--- src/rtl/vga_timing_pipeline.sv ---
// vga_timing_pipeline: 640x480@60 raster generator for the sprite display path.
// Emits counter_H/counter_V to the frame-buffer stage, takes its 1-bit colour
// PIPE_DELAY clocks later, and registers blanked RGB plus sync to the pins.
// Build option: define VGA_CHECKER_EN to replace colour with a 40-pixel checker
// tile pattern for bring-up.
module vga_timing_pipeline #(
    parameter int H_ACTIVE   = 640,
    parameter int H_FP       = 16,
    parameter int H_SYNC     = 96,
    parameter int H_BP       = 48,
    parameter int V_ACTIVE   = 480,
    parameter int V_FP       = 10,
    parameter int V_SYNC     = 2,
    parameter int V_BP       = 33,
    parameter int PIPE_DELAY = 2
) (
    input  logic       clk,
    input  logic       reset,
    input  logic       colour,
    output logic [9:0] counter_H,
    output logic [9:0] counter_V,
    output logic       frame_start,
    output logic [5:0] frame_count,
    output logic       hsync,
    output logic       vsync,
    output logic [1:0] R,
    output logic [1:0] G,
    output logic [1:0] B
);

    localparam logic [9:0] H_LAST   = 10'(H_ACTIVE + H_FP + H_SYNC + H_BP - 1);
    localparam logic [9:0] V_LAST   = 10'(V_ACTIVE + V_FP + V_SYNC + V_BP - 1);
    localparam logic [9:0] HS_START = 10'(H_ACTIVE + H_FP);
    localparam logic [9:0] HS_END   = 10'(H_ACTIVE + H_FP + H_SYNC);
    localparam logic [9:0] VS_START = 10'(V_ACTIVE + V_FP);
    localparam logic [9:0] VS_END   = 10'(V_ACTIVE + V_FP + V_SYNC);
    localparam logic [9:0] H_VIS    = 10'(H_ACTIVE);
    localparam logic [9:0] V_VIS    = 10'(V_ACTIVE);

    // Delay-line vector: bit0 hs, bit1 vs, bit2 de, bit3 checker (when built in).
`ifdef VGA_CHECKER_EN
    localparam int W = 4;
`else
    localparam int W = 3;
`endif
    // Idle value held in every stage during reset: syncs high, blanked.
    localparam logic [W-1:0] IDLE_VEC = {{(W-2){1'b0}}, 2'b11};

    logic [W-1:0] raw_vec;
    logic [W-1:0] dly_vec;
    logic         hs_raw;
    logic         vs_raw;
    logic         de_raw;
    logic         pix_bit;

    // Raster counters; H and V wrap together on the last pixel of a frame.
    always_ff @(posedge clk or negedge reset) begin
        if (!reset) begin
            counter_H   <= '0;
            counter_V   <= '0;
            frame_count <= '0;
        end else if (counter_H == H_LAST) begin
            counter_H <= '0;
            if (counter_V == V_LAST) begin
                counter_V   <= '0;
                frame_count <= frame_count + 6'd1;
            end else begin
                counter_V <= counter_V + 10'd1;
            end
        end else begin
            counter_H <= counter_H + 10'd1;
        end
    end

    // Raw sync/blank decode straight from the counters.
    always_comb begin
        hs_raw = !((counter_H >= HS_START) && (counter_H < HS_END));
        vs_raw = !((counter_V >= VS_START) && (counter_V < VS_END));
        de_raw = (counter_H < H_VIS) && (counter_V < V_VIS);
    end

    assign frame_start = (counter_H == 10'd0) && (counter_V == 10'd0);

`ifdef VGA_CHECKER_EN
    logic [9:0] tile_sum;
    assign tile_sum = (counter_H / 10'd40) + (counter_V / 10'd40);
    assign raw_vec  = {tile_sum[0], de_raw, vs_raw, hs_raw};
    // colour is masked off: the checker bit travels the delay line instead.
    assign pix_bit  = dly_vec[3] | (colour & 1'b0);
`else
    assign raw_vec  = {de_raw, vs_raw, hs_raw};
    assign pix_bit  = colour;
`endif

    generate
        if (PIPE_DELAY == 0) begin : g_direct
            assign dly_vec = raw_vec;
        end else begin : g_pipe
            logic [W-1:0] stage [PIPE_DELAY];

            // Shift register matching the frame-buffer stage latency.
            always_ff @(posedge clk or negedge reset) begin
                if (!reset) begin
                    for (int i = 0; i < PIPE_DELAY; i++) stage[i] <= IDLE_VEC;
                end else begin
                    stage[0] <= raw_vec;
                    for (int i = 1; i < PIPE_DELAY; i++) stage[i] <= stage[i-1];
                end
            end

            assign dly_vec = stage[PIPE_DELAY-1];
        end
    endgenerate

    // Pin register: delayed sync, RGB forced black outside the active region.
    always_ff @(posedge clk or negedge reset) begin
        if (!reset) begin
            hsync <= 1'b1;
            vsync <= 1'b1;
            R     <= 2'b00;
            G     <= 2'b00;
            B     <= 2'b00;
        end else begin
            hsync <= dly_vec[0];
            vsync <= dly_vec[1];
            R     <= dly_vec[2] ? {2{pix_bit}} : 2'b00;
            G     <= dly_vec[2] ? {2{pix_bit}} : 2'b00;
            B     <= dly_vec[2] ? {2{pix_bit}} : 2'b00;
        end
    end

endmodule
--- config.mk ---
export PLATFORM = sky130hd
export DESIGN_NAME = vga_timing_pipeline
export DESIGN_NICKNAME = d
export VERILOG_FILES = /design/src/rtl/vga_timing_pipeline.sv
export SDC_FILE = /design/constraint.sdc
export NUM_CORES = 1
export LEC_CHECK = 0
export ABC_CLOCK_PERIOD_IN_PS = 4760
export CAP_MARGIN = 20
export CORE_MARGIN = 10
export CORE_UTILIZATION = 40
export CTS_BUF_LIST = sky130_fd_sc_hd__clkbuf_4
export CTS_CLUSTER_DIAMETER = 80
export DETAILED_ROUTE_END_ITERATION = 10
export DONT_BUFFER_PORTS = 1
export PLACE_DENSITY = 0.57
export SYNTH_ARGS = -nofsm -noshare
export SYNTH_HDL_FRONTEND = slang
export SYNTH_SLANG_ARGS = --single-unit
--- constraint.sdc ---
create_clock -name clk -period 4.76 [get_ports clk]
set_input_delay 0.952 -clock clk [delete_from_list [all_inputs] [get_ports clk]]
set_output_delay 0.952 -clock clk [all_outputs]
set_load 0.01 [all_outputs]
== After elaboration in Yosys (flattened, before gate mapping) ==
Index checks and enable logic that the tools add are counted.

* Latch bits: 0
* Memories kept: 0
* Logic and storage cells: 31
* Memory bits (writable): 0
* Output and inout bits: 35
* Register bits after elaboration: 36
* Memory bits (read-only): 0
* Bits of input ports: 3

* Mux-type cells: 3
* Multipliers: 0
* Add/subtract/negate cells: 3
* Reductions and logical operators: 9
* Shift operators: 0
* Equal/unequal tests: 2
* $lt $le $gt $ge: 6
* Divide/modulo/power cells: 0
* Bitwise logic cells: 0

{| class="wikitable"
|+ Operators with widths
! cell !! count
|-
| 10-bit by 1-bit adder with 10-bit output (second input constant) || 2
|-
| 10-bit == test (second input constant) || 2
|-
| 10-bit zero test || 2
|-
| 10-bit < comparator (second input constant) || 2
|-
| 10-bit by 9-bit < comparator with 1-bit output (second input constant) || 2
|-
| 10-bit two-way mux || 2
|-
| 10-bit >= comparator (second input constant) || 1
|-
| 10-bit by 9-bit >= comparator with 1-bit output (second input constant) || 1
|-
| 6-bit by 1-bit adder with 6-bit output (second input constant) || 1
|-
| 1-bit logical AND || 4
|-
| 1-bit zero test || 2
|-
| 2-bit two-way mux || 1
|-
| 2-bit AND reduction || 1
|}

== Logic depth before layout (Yosys ltp) ==
* Depth after elaboration: 3
* Gate-level depth with buffers: 6
* Gate-level depth less buffers: 5

== Least setup slack after synthesis ==
Ideal clock, no wire load.

* Path kind: reg2out
* Start: register counter_V[5]
* End: output port frame_start
* Slack: 2357 ps
* Path buffers: 1
* Cell stages (with the launch flop): 5
* Arrival: 1451 ps
* Required time: 3808 ps
* Cells stage by stage: dfrtp_1 > clkbuf_1 > nor4_1 > nand4_1 > nor4_1

* Word-level cells in the longest chain between the ends: 2

{| class="wikitable"
|+ Ends and longest elaborated chain
! what !! line !! RTL
|-
| from (decl) || 21 || <nowiki>output logic [9:0] counter_V,</nowiki>
|-
| from (signal assigned) || 68 || <nowiki>counter_V <= counter_V + 10'd1;</nowiki>
|-
| 10-bit zero test || 82 || <nowiki>assign frame_start = (counter_H == 10'd0) && (counter_V == 10'd0);</nowiki>
|-
| 1-bit logical AND || 82 ||
|-
| to (decl) || 22 || <nowiki>output logic frame_start,</nowiki>
|}

No other way between the ends.

== Worst setup path in the final report ==
* Start: register counter_V[6]
* End: output port frame_start

The elaborated chain is that of the path after synthesis.

==> flow_metrics.py <==
metrics = {
    "finish": {
        "post_route_cells_drive_above_1_share": 0.1081,
        "fillCellCount": 393,
        "antennaDiodeCount": 0,
        "area_delta_synth_final_pct": 3.636,
        "final_cell_count_no_fill": 198,
        "finalNetCount": 157,
        "layout.core_utilization": 0.4279,
    },
    "sta": {
        "grt_setup_unrepaired": "false",
        "max_freq_ghz": 0.3373,
        "layout_setup_ws_ns": 1.795,
        "final_max_slew_viols": 0,
        "final_hold_viol_count": 0,
        "finalCriticalPeriod_ns": 2.965,
        "finClkSkew_ns": 0.01159,
        "fin_crit_sh": 0.6229,
        "timing.max_slew.rel_slack": 0.3886,
        "max_slew.worst_pin.slew_ns": 0.9122,
        "setup-tns-final_ns": 0,
        "finalSetupViolCount": 0,
    },
    "power": {
        "irDropWorstVdd_uv": 147.3,
        "power-per-cell-area_mw_per_mm2": 269.9,
        "p_leak_nw": 0.7512,
    },
    "critical_path": {
        "critPathLaunchType": "flop",
        "worstPathMaxFanout": 7,
        "rr_startpoint": "counter_H[5]$_DFF_PN0_",
        "cp_data_arrival_time_ns": 2.01,
        "worstSetupStartpoint": "counter_V[6]$_DFFE_PN0N_",
        "crit_path_end_kind": "output pin",
        "critPathRequiredTime_ns": 3.81,
        "timing_worst_setup_path_type": "flop to output pin",
    },
    "synthesis": {
        "synth.cell_area_sq_mm": 0.001652,
        "syn_avg_cell_area_sq_um": 11.01,
        "syn_inst": 150,
        "synth.ff_latch_count": 35,
        "synth_top_cell_area_share": 0.4394,
        "yosysTopAreaCell": "sky130_fd_sc_hd__dfrtp_1",
        "ys_warn_count": 0,
        "synth_edf_count": 0,
        "synth-seq-area-share": 0.5348,
        "synthesis.nets": 159,
        "synth.lib_cells_used.distinct": 37,
        "share_of_async_settable_or_async_resettable_flops_after_synthesis": 1.000,
        "ys_top_cells_by_area": "sky130_fd_sc_hd__dfrtp_1 44%, sky130_fd_sc_hd__dfstp_2 9.5%, sky130_fd_sc_hd__xnor2_1 4.8%, sky130_fd_sc_hd__ha_1 4.5%, sky130_fd_sc_hd__nand3_1 3.9%",
        "synth_flop_cell": "sky130_fd_sc_hd__dfrtp_1",
    },
    "clocking": {
        "clock-root-buffer": "sky130_fd_sc_hd__clkbuf_4",
        "max-clock-path-buffers": 2,
        "hold_bufs_at_cts": 0,
        "post_cts_resized": 0,
        "cts_tree": "built",
        "cts_htree_levels": 2,
        "clk-insertion-delay-late_ns": 0.34,
        "cts.clk_slew.worst_paths_ns": 0.11,
        "post-cts-setup-buffers": 0,
        "cts_buffer_count": 5,
        "clock_sink_count": 35,
    },
    "detailed_routing": {
        "viasPerCell": 5.460,
        "vias": 1081,
        "post-route-drc-count": 0,
        "drt_wl_total_mm": 3.395,
        "number_of_nets_still_failing_antenna_checks_after_routing": 0,
        "detail_route.first_pass.iterations": 4,
        "initialDrtViolationCount": 55,
        "routed_wire_length_per_instance_um": 17.15,
    },
    "global_routing": {
        "number_of_global_route_vias_before_repair": 1123,
        "grt_antenna_before_repair": 0,
        "globalRouteTotalUtil": 0.1015,
        "grt_max_degree": 36,
        "grt_pass1_wl_mm": 5.913,
        "grt.overflow.total": 0,
    },
    "floorplan": {
        "floorplan.initialDensity": 0.4129,
        "floorplan.core_area_sq_mm": 0.004000,
        "area_of_the_die_sq_mm": 0.007099,
        "chipHeight_um": 84.26,
        "die_width_um": 84.26,
        "floorplan.rows": 23,
        "ioPinCount": 38,
    },
    "outcome": {
        "run_status": "finished, final reports clean",
    },
    "placed_design": {
        "gp_routability_congestion": 0.7280,
        "detailed_place_hpwl_mm": 2.470,
        "placement.setup.worst_slack_ns": 2.119,
        "portBuffers": 0,
        "placed_cells_incl_taps": 191,
    },
    "flow_run": {
        "timing.max_cap.violations": 0,
    },
    "min_path": {
        "holdCritPathClass": "input port to asynchronous set/reset pin",
    },
}
## stage by stage
step           hold WS, ns  instance area [sq um]  power, mW
2_1_floorplan       0.3312                   1652     0.3088
3_3_place_gp        0.3348                   1659     0.3059
4_1_cts             0.2722                   1712     0.4697
6_report            0.2890                   1712     0.4620
5_1_grt             0.2649                   1712     0.4825
3_5_place_dp        0.3362                   1659     0.3060
## flip-flops by register name, indices dropped and copies added (netlist names)
register      flops
G                 1
hsync             1
dly_vec           3
vsync             1
frame_count       6
g_pipe.stage      3
counter_H        10
counter_V        10
## cells by family (layout without fill, tap and decap cells)
family / count (synthesis) / after routing / share of synthesized area
muxes: 2 / 2 / 0.01364
DFF: 35 / 35 / 0.5349
and+or+nand+nor: 64 / 64 / 0.2273
xor gates and xnor gates: 15 / 15 / 0.07955
AOI/OAI and AO/OA: 13 / 13 / 0.05227
adders and majority gates: 6 / 6 / 0.04545
buffers and inverters: 15 / 13 / 0.04697
## cells in the mapped netlist, drive strengths merged, types with 2 or more instances
library cell / instances
xor2: 6
or3: 3
o21a: 2
nor3: 4
clkbuf: 2
and2: 4
and3: 2
ha: 6
nand3: 13
inv: 6
nor4: 4
nand2: 6
o21ai: 5
nand4: 10
dfrtp: 29
buf: 7
xnor2: 9
mux2: 2
nor2: 11
dfstp: 6
## report_power, final
group | switching (mW) | internal (mW) | total, mW
Sequential | 0.00214 | 0.298 | 0.300
Combinational | 0.0000984 | 0.000205 | 0.000304
Clock | 0.0946 | 0.0671 | 0.162
## critical path, cell delays in order, from the launching register on
cell	delay [ns]
sky130_fd_sc_hd__dfrtp_1	0.50
sky130_fd_sc_hd__nor4_1	0.51
sky130_fd_sc_hd__nand4_1	0.18
sky130_fd_sc_hd__nor4_1	0.50
## placed cells by master, fill, tap and decap left out, drive strengths merged
master	instances
a21o	1
a21oi	1
and2	4
and3	2
and4	1
and4b	1
clkbuf	7
dfrtp	29
dfstp	6
ha	6
inv	6
mux2	2
nand2	6
nand3	13
nand4	10
nor2	11
nor2b	1
nor3	4
nor3b	1
nor4	4
nor4b	1
o2111ai	1
o21a	2
o21ai	5
o22a	1
o311ai	1
o31ai	1
or3	3
or4	1
or4b	1
xnor2	9
xor2	6
## area by class of cell
type	instances	area [sq um]	share of cell area
inverters	6	22.52	0.01316
clock buffers	7	52.55	0.03070
flip-flops and latches	35	883.3	0.5161
well taps	50	62.56	0.03655
multi-input cells	100	690.7	0.4035
## per-layer routing
metal | track usage | up-vias | share of wire
li1 | - | 521 | -
met1 | 0.1123 | 528 | 0.42
met2 | 0.1535 | 27 | 0.45
met3 | 0.06280 | 5 | 0.12
met4 | 0.04110 | 0 | 0.016
met5 | 0 | - | 0
## path summary, 6_finish.rpt
check                      slack, ns                         to  depth (start not counted)
setup / recovery                1.80                frame_start                          3
hold / removal                  0.29     counter_H[6]$_DFF_PN0_                          0
setup reg to reg                2.29   counter_V[4]$_DFFE_PN0N_                          4
hold reg to reg                 0.36       dly_vec[2]$_DFF_PN0_                          0
max in group asynchronous       4.28  g_pipe.stage[4]$_DFF_PN1_                          0
min in group clk                0.36       dly_vec[2]$_DFF_PN0_                          0
No activity file was read; power rests on OpenSTA's default activity.
